## config.mk

```make
export PLATFORM = sky130hd
export DESIGN_NAME = vertex_shader
export DESIGN_NICKNAME = d
export VERILOG_FILES = /design/src/rtl/vs_pkg.sv /design/src/rtl/vs_transform.sv /design/src/rtl/vertex_shader.sv
export SDC_FILE = /design/constraint.sdc
export NUM_CORES = 1
export LEC_CHECK = 0
export CORE_UTILIZATION = 45
export DETAILED_ROUTE_END_ITERATION = 10
export PLACE_DENSITY = 0.83
export SLEW_MARGIN = 20
export SYNTH_ARGS = -nofsm -noshare
export SYNTH_HDL_FRONTEND = slang
export SYNTH_HIERARCHICAL = 1
export SYNTH_SLANG_ARGS = --single-unit
```

## constraint.sdc

```tcl
create_clock -name clk -period 11.1 [get_ports clk]
set_input_delay 1.11 -clock clk [delete_from_list [all_inputs] [get_ports clk]]
set_output_delay 1.11 -clock clk [all_outputs]
set_load 0.02 [all_outputs]
```

## src/rtl/vs_pkg.sv

```systemverilog
// Shared types and constants for the vertex shader: vertex word layout,
// output coordinate widths and the transformed-vertex payload.
package vs_pkg;

    localparam int unsigned ADDR_W     = 20;
    localparam int unsigned VTX_W      = 72;
    localparam int unsigned COORD_IN_W = 16;
    localparam int unsigned X_LSB      = 56;
    localparam int unsigned Y_LSB      = 40;
    localparam int unsigned Z_LSB      = 24;
    localparam int unsigned COLOR_LSB  = 0;

    localparam int unsigned SCR_W   = 12;
    localparam int unsigned DEPTH_W = 21;
    localparam int unsigned COLOR_W = 24;
    localparam int unsigned SLOT_W  = 2;
    localparam int unsigned MATH_W  = 34;

    typedef struct packed {
        logic [SCR_W-1:0]   x;
        logic [SCR_W-1:0]   y;
        logic [DEPTH_W-1:0] depth;
        logic [COLOR_W-1:0] color;
    } vertex_out_t;

    typedef struct packed {
        logic              valid;
        logic [SLOT_W-1:0] slot;
    } rd_tag_t;

    // Saturate a signed screen coordinate into [0, max_v].
    function automatic logic [SCR_W-1:0] clamp_coord(input logic signed [MATH_W-1:0] v,
                                                     input logic signed [MATH_W-1:0] max_v);
        logic [SCR_W-1:0] r;
        if (v[MATH_W-1]) begin
            r = '0;
        end else if (v > max_v) begin
            r = max_v[SCR_W-1:0];
        end else begin
            r = v[SCR_W-1:0];
        end
        return r;
    endfunction

endpackage

```

## src/rtl/vs_transform.sv

```systemverilog
// Single-vertex registered transform: scale, shift, offset and clamp to screen,
// biased depth, colour pass-through. Slot tag travels alongside.
module vs_transform
    import vs_pkg::*;
#(
    parameter int unsigned SCALE    = 256,
    parameter int unsigned FRAC     = 8,
    parameter int unsigned X_OFF    = 960,
    parameter int unsigned Y_OFF    = 540,
    parameter int unsigned SCREEN_W = 1920,
    parameter int unsigned SCREEN_H = 1080
) (
    input  logic              clk,
    input  logic              rst,
    input  logic              in_valid,
    input  logic [SLOT_W-1:0] in_slot,
    input  logic [VTX_W-1:0]  in_word,
    output logic              out_valid,
    output logic [SLOT_W-1:0] out_slot,
    output vertex_out_t       out_vtx
);

    localparam logic signed [MATH_W-1:0] SCALE_S = MATH_W'(SCALE);
    localparam logic signed [MATH_W-1:0] XOFF_S  = MATH_W'(X_OFF);
    localparam logic signed [MATH_W-1:0] YOFF_S  = MATH_W'(Y_OFF);
    localparam logic signed [MATH_W-1:0] XMAX_S  = MATH_W'(SCREEN_W - 1);
    localparam logic signed [MATH_W-1:0] YMAX_S  = MATH_W'(SCREEN_H - 1);
    localparam logic [DEPTH_W-1:0] DEPTH_BIAS = {1'b1, {(DEPTH_W-1){1'b0}}};

    logic signed [MATH_W-1:0] x_ext, y_ext, x_scaled, y_scaled, sx, sy;
    vertex_out_t              vtx_c;

    always_comb begin
        x_ext    = $signed({{(MATH_W-COORD_IN_W){in_word[X_LSB+COORD_IN_W-1]}},
                            in_word[X_LSB +: COORD_IN_W]});
        y_ext    = $signed({{(MATH_W-COORD_IN_W){in_word[Y_LSB+COORD_IN_W-1]}},
                            in_word[Y_LSB +: COORD_IN_W]});
        x_scaled = (x_ext * SCALE_S) >>> FRAC;
        y_scaled = (y_ext * SCALE_S) >>> FRAC;
        sx       = x_scaled + XOFF_S;
        // Screen y grows downward, so model y is subtracted from the offset.
        sy       = YOFF_S - y_scaled;

        vtx_c.x     = clamp_coord(sx, XMAX_S);
        vtx_c.y     = clamp_coord(sy, YMAX_S);
        vtx_c.depth = DEPTH_BIAS + {{(DEPTH_W-COORD_IN_W){in_word[Z_LSB+COORD_IN_W-1]}},
                                    in_word[Z_LSB +: COORD_IN_W]};
        vtx_c.color = in_word[COLOR_LSB +: COLOR_W];
    end

    always_ff @(posedge clk or posedge rst) begin
        if (rst) begin
            out_valid <= 1'b0;
            out_slot  <= '0;
            out_vtx   <= '0;
        end else begin
            out_valid <= in_valid;
            out_slot  <= in_slot;
            out_vtx   <= vtx_c;
        end
    end

endmodule

```

## src/rtl/vertex_shader.sv

```systemverilog
// Vertex shader: issues SRAM reads for three vertex indices per triangle,
// transforms each returned vertex and presents the triangle with data_ready.
module vertex_shader
    import vs_pkg::*;
#(
    parameter int unsigned SRAM_LAT = 2,
    parameter int unsigned SCALE    = 256,
    parameter int unsigned FRAC     = 8,
    parameter int unsigned X_OFF    = 960,
    parameter int unsigned Y_OFF    = 540,
    parameter int unsigned SCREEN_W = 1920,
    parameter int unsigned SCREEN_H = 1080
) (
    input  logic               clk,
    input  logic               rst,
    input  logic               to_shader_valid,
    input  logic [ADDR_W-1:0]  to_shader_vertice_info,
    output logic [ADDR_W-1:0]  address_sram_get_vertex,
    output logic               sram_rd_en,
    input  logic [VTX_W-1:0]   sram_rd_data,
    output logic [SCR_W-1:0]   vertice1_x_update,
    output logic [SCR_W-1:0]   vertice1_y_update,
    output logic [DEPTH_W-1:0] vertice1_depth_update,
    output logic [COLOR_W-1:0] vertice1_color_update,
    output logic [SCR_W-1:0]   vertice2_x_update,
    output logic [SCR_W-1:0]   vertice2_y_update,
    output logic [DEPTH_W-1:0] vertice2_depth_update,
    output logic [COLOR_W-1:0] vertice2_color_update,
    output logic [SCR_W-1:0]   vertice3_x_update,
    output logic [SCR_W-1:0]   vertice3_y_update,
    output logic [DEPTH_W-1:0] vertice3_depth_update,
    output logic [COLOR_W-1:0] vertice3_color_update,
    output logic               data_ready,
    output logic               overrun
);

    logic [SLOT_W-1:0] slot_q;
    rd_tag_t           tag_q [0:SRAM_LAT];
    logic              xf_valid;
    logic [SLOT_W-1:0] xf_slot;
    vertex_out_t       xf_vtx;
    vertex_out_t       stage_q [0:1];
    logic [1:0]        staged_q;
    vertex_out_t       out_q [0:2];
    logic              clr_pend_q;
    logic              tags_busy_c, in_flight_c, new_tri_c, viol_c, commit_c;

    // A new triangle arriving while the previous one still has work pending is an overrun.
    always_comb begin
        tags_busy_c = 1'b0;
        for (int unsigned i = 0; i <= SRAM_LAT; i++) begin
            tags_busy_c = tags_busy_c | tag_q[i].valid;
        end
        in_flight_c = tags_busy_c | xf_valid | (|staged_q);
        new_tri_c   = to_shader_valid && (slot_q == '0);
        viol_c      = new_tri_c && in_flight_c;
        commit_c    = xf_valid && (xf_slot == SLOT_W'(2)) && (staged_q == 2'b11);
    end

    vs_transform #(
        .SCALE    (SCALE),
        .FRAC     (FRAC),
        .X_OFF    (X_OFF),
        .Y_OFF    (Y_OFF),
        .SCREEN_W (SCREEN_W),
        .SCREEN_H (SCREEN_H)
    ) u_transform (
        .clk       (clk),
        .rst       (rst),
        .in_valid  (tag_q[SRAM_LAT].valid && !viol_c),
        .in_slot   (tag_q[SRAM_LAT].slot),
        .in_word   (sram_rd_data),
        .out_valid (xf_valid),
        .out_slot  (xf_slot),
        .out_vtx   (xf_vtx)
    );

    always_ff @(posedge clk or posedge rst) begin
        if (rst) begin
            slot_q                  <= '0;
            address_sram_get_vertex <= '0;
            sram_rd_en              <= 1'b0;
            for (int unsigned i = 0; i <= SRAM_LAT; i++) tag_q[i] <= '0;
            stage_q[0]              <= '0;
            stage_q[1]              <= '0;
            staged_q                <= '0;
            for (int unsigned i = 0; i < 3; i++) out_q[i] <= '0;
            data_ready              <= 1'b0;
            clr_pend_q              <= 1'b0;
            overrun                 <= 1'b0;
        end else begin
            sram_rd_en <= to_shader_valid;
            if (to_shader_valid) begin
                address_sram_get_vertex <= to_shader_vertice_info;
                slot_q <= (slot_q == SLOT_W'(2)) ? '0 : slot_q + SLOT_W'(1);
            end

            tag_q[0].valid <= to_shader_valid;
            tag_q[0].slot  <= slot_q;
            for (int unsigned i = 1; i <= SRAM_LAT; i++) begin
                tag_q[i] <= viol_c ? '0 : tag_q[i-1];
            end

            if (xf_valid && (xf_slot != SLOT_W'(2))) stage_q[xf_slot[0]] <= xf_vtx;
            if (viol_c || commit_c) begin
                staged_q <= '0;
            end else if (xf_valid && (xf_slot != SLOT_W'(2))) begin
                staged_q[xf_slot[0]] <= 1'b1;
            end

            // A commit coinciding with a new triangle wins; the clear follows one edge later.
            if (commit_c) begin
                out_q[0]   <= stage_q[0];
                out_q[1]   <= stage_q[1];
                out_q[2]   <= xf_vtx;
                data_ready <= 1'b1;
            end else if (new_tri_c || clr_pend_q) begin
                data_ready <= 1'b0;
            end
            clr_pend_q <= commit_c && new_tri_c;

            if (viol_c) overrun <= 1'b1;
        end
    end

    assign vertice1_x_update     = out_q[0].x;
    assign vertice1_y_update     = out_q[0].y;
    assign vertice1_depth_update = out_q[0].depth;
    assign vertice1_color_update = out_q[0].color;
    assign vertice2_x_update     = out_q[1].x;
    assign vertice2_y_update     = out_q[1].y;
    assign vertice2_depth_update = out_q[1].depth;
    assign vertice2_color_update = out_q[1].color;
    assign vertice3_x_update     = out_q[2].x;
    assign vertice3_y_update     = out_q[2].y;
    assign vertice3_depth_update = out_q[2].depth;
    assign vertice3_color_update = out_q[2].color;

endmodule

```

# == Word-level counts from Yosys, hierarchy flattened ==
# Index checks and enable logic that the tools add are counted.
# classes
magnitude_cmp,6
n_reduce_logical,16
n_addsub,4
n_eq_ne,4
mux,16
bitwise,6
# ops
cell,n
$bwmux 138,1
$demux 69 s1,1
$mux 69,1
$gt 34x12->1 const B,2
$mux 12,4
$add 21x21->21 const A,1
$add 16x11->17 const B,1
$sub 11x16->17 const A,1
$logic_and 1x1->1,9
$eq 2x2->1 const B,3
$mux 2,3
$mux 3,2
$or 1x1->1,4
$reduce_bool 2->1,2
$mux 1,3
$add 2x1->2 const B,1
$ge 2x2->1 const B,1
$logic_not 2->1,1
$logic_or 1x1->1,2
$lt 1x2->1 const B,1
$lt 2x1->1 const B,1
$ne 2x2->1 const B,1
$not 1->2,1
$or 2x2->2,1
other kinds (4),4
# totals
register_bits,453
wordCells,90
output_inout_bits,230
input_bits,95

# == Depth between registers and ports, before layout ==
# depth
ltp_word,7
ltp_mapped,9
ltp_nobuf,7

# == Hierarchy ==
# The synthesis kept the hierarchy.
# modules_own_cells
module,instances,area_each_um2,seq_area_each_um2,cells_per_inst
vertex_shader,1,14620.3,9534.1,815
vs_transform,1,2738.9,1701.6,221

# == Least setup slack after synthesis ==
# OpenSTA, ideal clock, no wires.
# synth_path
path_kind,input to register
from,in sram_rd_data[40]
to,reg u_transform/out_vtx[51] (netlist name)
setup_time_ns,0.101
path_slack_ns,8.124
required_ns,10.999
arrival_time_ns,2.875
path_stages,9
cell_sequence,buf_6 inv_1 ha_1 clkbuf_1 nand4b_1 or4_4 o211ai_2 o22ai_2 nor4_1
# synth_lines
element,line_no,text
from (decl),vertex_shader.sv:20,"input logic [VTX_W-1:0] sram_rd_data,"
to (signal assigned),vs_transform.sv:59,out_vtx <= vtx_c;
to (decl),vs_transform.sv:20,output vertex_out_t out_vtx

==> run metrics <==
outcome=finished clean; Layout area overhead=30.15%; antenna violations before repair=0; most frequent cells after synthesis=sky130_fd_sc_hd__dfrtp_1 (449), sky130_fd_sc_hd__mux2_2 (179), sky130_fd_sc_hd__mux2_4 (100), sky130_fd_sc_hd__mux2_1 (86), sky130_fd_sc_hd__buf_2 (18); H-tree levels=2; setup ws final=7.718 ns; Achievable Freq=295.7 MHz; Total Routing Usage GR=19.34%; required time at the endpoint of the critical path=11.53 ns; Starting Density=45.87%; count of distinct cell types in the synthesized netlist=66; vertical extent of the die=198.4 um; cells taking the most area after synthesis=sky130_fd_sc_hd__dfrtp_1 (65%), sky130_fd_sc_hd__mux2_2 (12%), sky130_fd_sc_hd__mux2_4 (8.6%); signal arrival time at the worst endpoint=3.81 ns; Vias=9892; Primary FF master, synth=sky130_fd_sc_hd__dfrtp_1; register area share after synthesis=64.73%; count of TritonRoute iterations in the first routing pass=5; last weighted congestion value of the routability-driven placer=0.8426; worst slack, placed=7.327 ns; endpoints failing setup=0; Die ar.=39360 um2; total number of placement rows=71; switch share=27.21%; total CTS buffers=47; sequential group share of total power=44.1%; clock slew at the register clock pins of the worst setup and hold paths=0.06 ns; drt wl/cell=19.85 um; Post-CTS Repair Setup Buffers=0; CTS Buffer Depth=3; Static Leakage=10.26 nW; internal power consumption=3.809 mW; worst vdd ir=128.7 uV; power per standard cell area=231.6 nW/um2; worst skew pair latency=0.57 ns; worst setup path category=input pin to flip-flop; Worst setup SP type=input pin; Synth warnings=6; count of state elements after synthesis=449; Synth top area share=64.73%; worst-case headroom to the max-slew limit=27.45%; wirelength, routed=38090 um; critical-path maximum fanout=11; fraction of the cycle the final worst path needs=30.47%; number of cells on the worst hold path=0; Critical Path End Type=flip-flop; TritonCTS clock tree=done; max-capacitance violation count=0; cell taking the most area after synthesis=sky130_fd_sc_hd__dfrtp_1; Final Skew=0.01810 ns; Synth async-reset ratio=100.0%; CORE AREA=37840 um2; setup TNS after final layout=0 ns; kind of path behind the tightest hold check=flip-flop to flip-flop; fill count=2849; Tightest Pin Transition=1.088 ns; # DRC=0; synthesized area per cell=16.76 um2; fin crit period=3.382 ns; Synth Instances=1036; num ports=325; clock tree root driver cell=sky130_fd_sc_hd__clkbuf_16; DRC violation total after the first TritonRoute iteration=380; Detailed Place HPWL=23790 um; area of the mapped netlist=17360 um2; count leader, synth=sky130_fd_sc_hd__dfrtp_1; hold buffer count at CTS=0; PnR Total Power=5.233 mW; Max Slew Vio Count=0; Nets=1469; total count of hold-check failures in the final report=0; Remaining Overflow, GRT=0; vias in the first global route=10560; unrepaired setup endpoints after global routing=no; Die W=198.4 um; global-route wire length before repair=59400 um; maximum number of pins on one net before global-route repair=170; clk sink count=449; number of synthesized flops with an enable pin=0; share of final-layout standard cells stronger than drive strength 1=27.29%; average vias per placed instance=5.155; post-cts sizing count=0; Clock Power Share=32.3%; sw power=1.424 mW; post-detailed-route count of antenna-violating nets=0; Worst R2R Path Depth=5; part of the total power dissipated in combinational logic=23.6%; number of buffer cells added on primary ports=324
## metrics by stage
stage / instances / util [%] / area, um2 / hold WS [ns]
after floorplan: 1037 / - / 17370 / 0.3312
after global placement: 1831 / 55.18 / 20880 / 0.3320
after detailed placement: 1831 / 55.18 / 20880 / 0.3411
after CTS: 1917 / 59.64 / 22570 / 0.3548
after global routing: 1918 / 59.69 / 22590 / 0.3567
final: 1919 / 59.70 / 22590 / 0.3541
## power by group through the flow
| stage | Clock, mW | Sequential, mW | Combinational, mW |
|---|---|---|---|
| 2_1_floorplan | 0 | 2.46 | 0.551 |
| 3_3_place_gp | 0 | 2.30 | 1.20 |
| 3_5_place_dp | 0 | 2.33 | 1.24 |
| 4_1_cts | 1.73 | 2.31 | 1.25 |
| 5_1_grt | 1.79 | 2.36 | 1.32 |
| 6_report | 1.69 | 2.31 | 1.23 |
## layout make-up
type | count | area (um2) | share of cell area, %
Clock buffer | 66 | 1368 | 6.053
Clock inverter | 20 | 320.3 | 1.418
Timing Repair Buffer | 336 | 3371 | 14.92
Multi-Input combinational cell | 522 | 5599 | 24.78
Antenna cell | 1 | 2.502 | 0.01108
Inverter | 14 | 57.56 | 0.2547
Sequential cell | 449 | 11240 | 49.73
Tap cell | 511 | 639.4 | 2.830
## cells by family (layout without fill, tap and decap cells)
kind of cell / Yosys count / count (layout) / share of synthesized area, %
flops: 449 / 449 / 64.73
compound gates: 57 / 57 / 2.364
simple gates: 81 / 81 / 2.970
fa+ha+maj: 4 / 4 / 0.2883
mux: 367 / 367 / 25.96
xor+xnor: 11 / 11 / 0.5550
buf+inv: 66 / 436 / 3.121
other cells: 1 / 3 / 0.02160
## critical path, stage by stage
cell and delay (ns):
sky130_fd_sc_hd__clkdlybuf4s50_1 0.66, sky130_fd_sc_hd__inv_1 0.11, sky130_fd_sc_hd__ha_1 0.33, sky130_fd_sc_hd__nand4b_1 0.33
sky130_fd_sc_hd__or4_4 0.60, sky130_fd_sc_hd__o211ai_2 0.10, sky130_fd_sc_hd__o22ai_2 0.16, sky130_fd_sc_hd__nor4_1 0.40
## cells in the final DEF (no fill, tap or decap), types with 9 or more instances in the layout
cell type	Yosys	final
sky130_fd_sc_hd__nor2_1	12	12
sky130_fd_sc_hd__dfrtp_1	449	449
sky130_fd_sc_hd__buf_4	5	9
sky130_fd_sc_hd__clkbuf_16	0	47
sky130_fd_sc_hd__mux2_1	86	86
sky130_fd_sc_hd__inv_1	14	12
sky130_fd_sc_hd__clkbuf_8	0	12
sky130_fd_sc_hd__mux2_4	100	100
sky130_fd_sc_hd__clkdlybuf4s50_1	0	324
sky130_fd_sc_hd__a21oi_1	13	13
sky130_fd_sc_hd__mux2_2	179	179
## path summary, 6_finish.rpt
| path | from | to | slack [ns] |
|---|---|---|---|
| setup / recovery | sram_rd_data[40] | u_transform/out_vtx[51] | 7.72 |
| hold / removal | tag_q[0] | u_transform/out_slot[0] | 0.35 |
| setup reg to reg | u_transform/out_slot[1] | vertice2_depth_update[8] | 8.13 |
| hold reg to reg | tag_q[0] | u_transform/out_slot[0] | 0.35 |
| max in group asynchronous | rst | vertice1_y_update[1] | 8.68 |
| min in group asynchronous | rst | vertice3_color_update[14] | 0.93 |
## routing by layer
metal | up-vias | global-route usage [%] | share of wire, %
li1 | 4344 | - | -
met1 | 5125 | 24.68 | 41
met2 | 350 | 31.51 | 49
met3 | 73 | 5.358 | 7.3
met4 | 0 | 7.005 | 2.5
met5 | - | 0 | 0
## state kept, by name, indices dropped and copies added, names as in the netlist, 9 cells and up
signal	cells
vertice1_x_update	12
vertice2_depth_update	21
stage_q	138
vertice3_depth_update	21
vertice2_y_update	12
address_sram_get_vertex	20
vertice2_x_update	12
vertice1_depth_update	21
vertice3_x_update	12
tag_q	9
vertice3_color_update	24
vertice1_y_update	12
vertice1_color_update	24
vertice3_y_update	12
vertice2_color_update	24
u_transform/out_vtx	65
No activity file was read; power rests on OpenSTA's default activity.
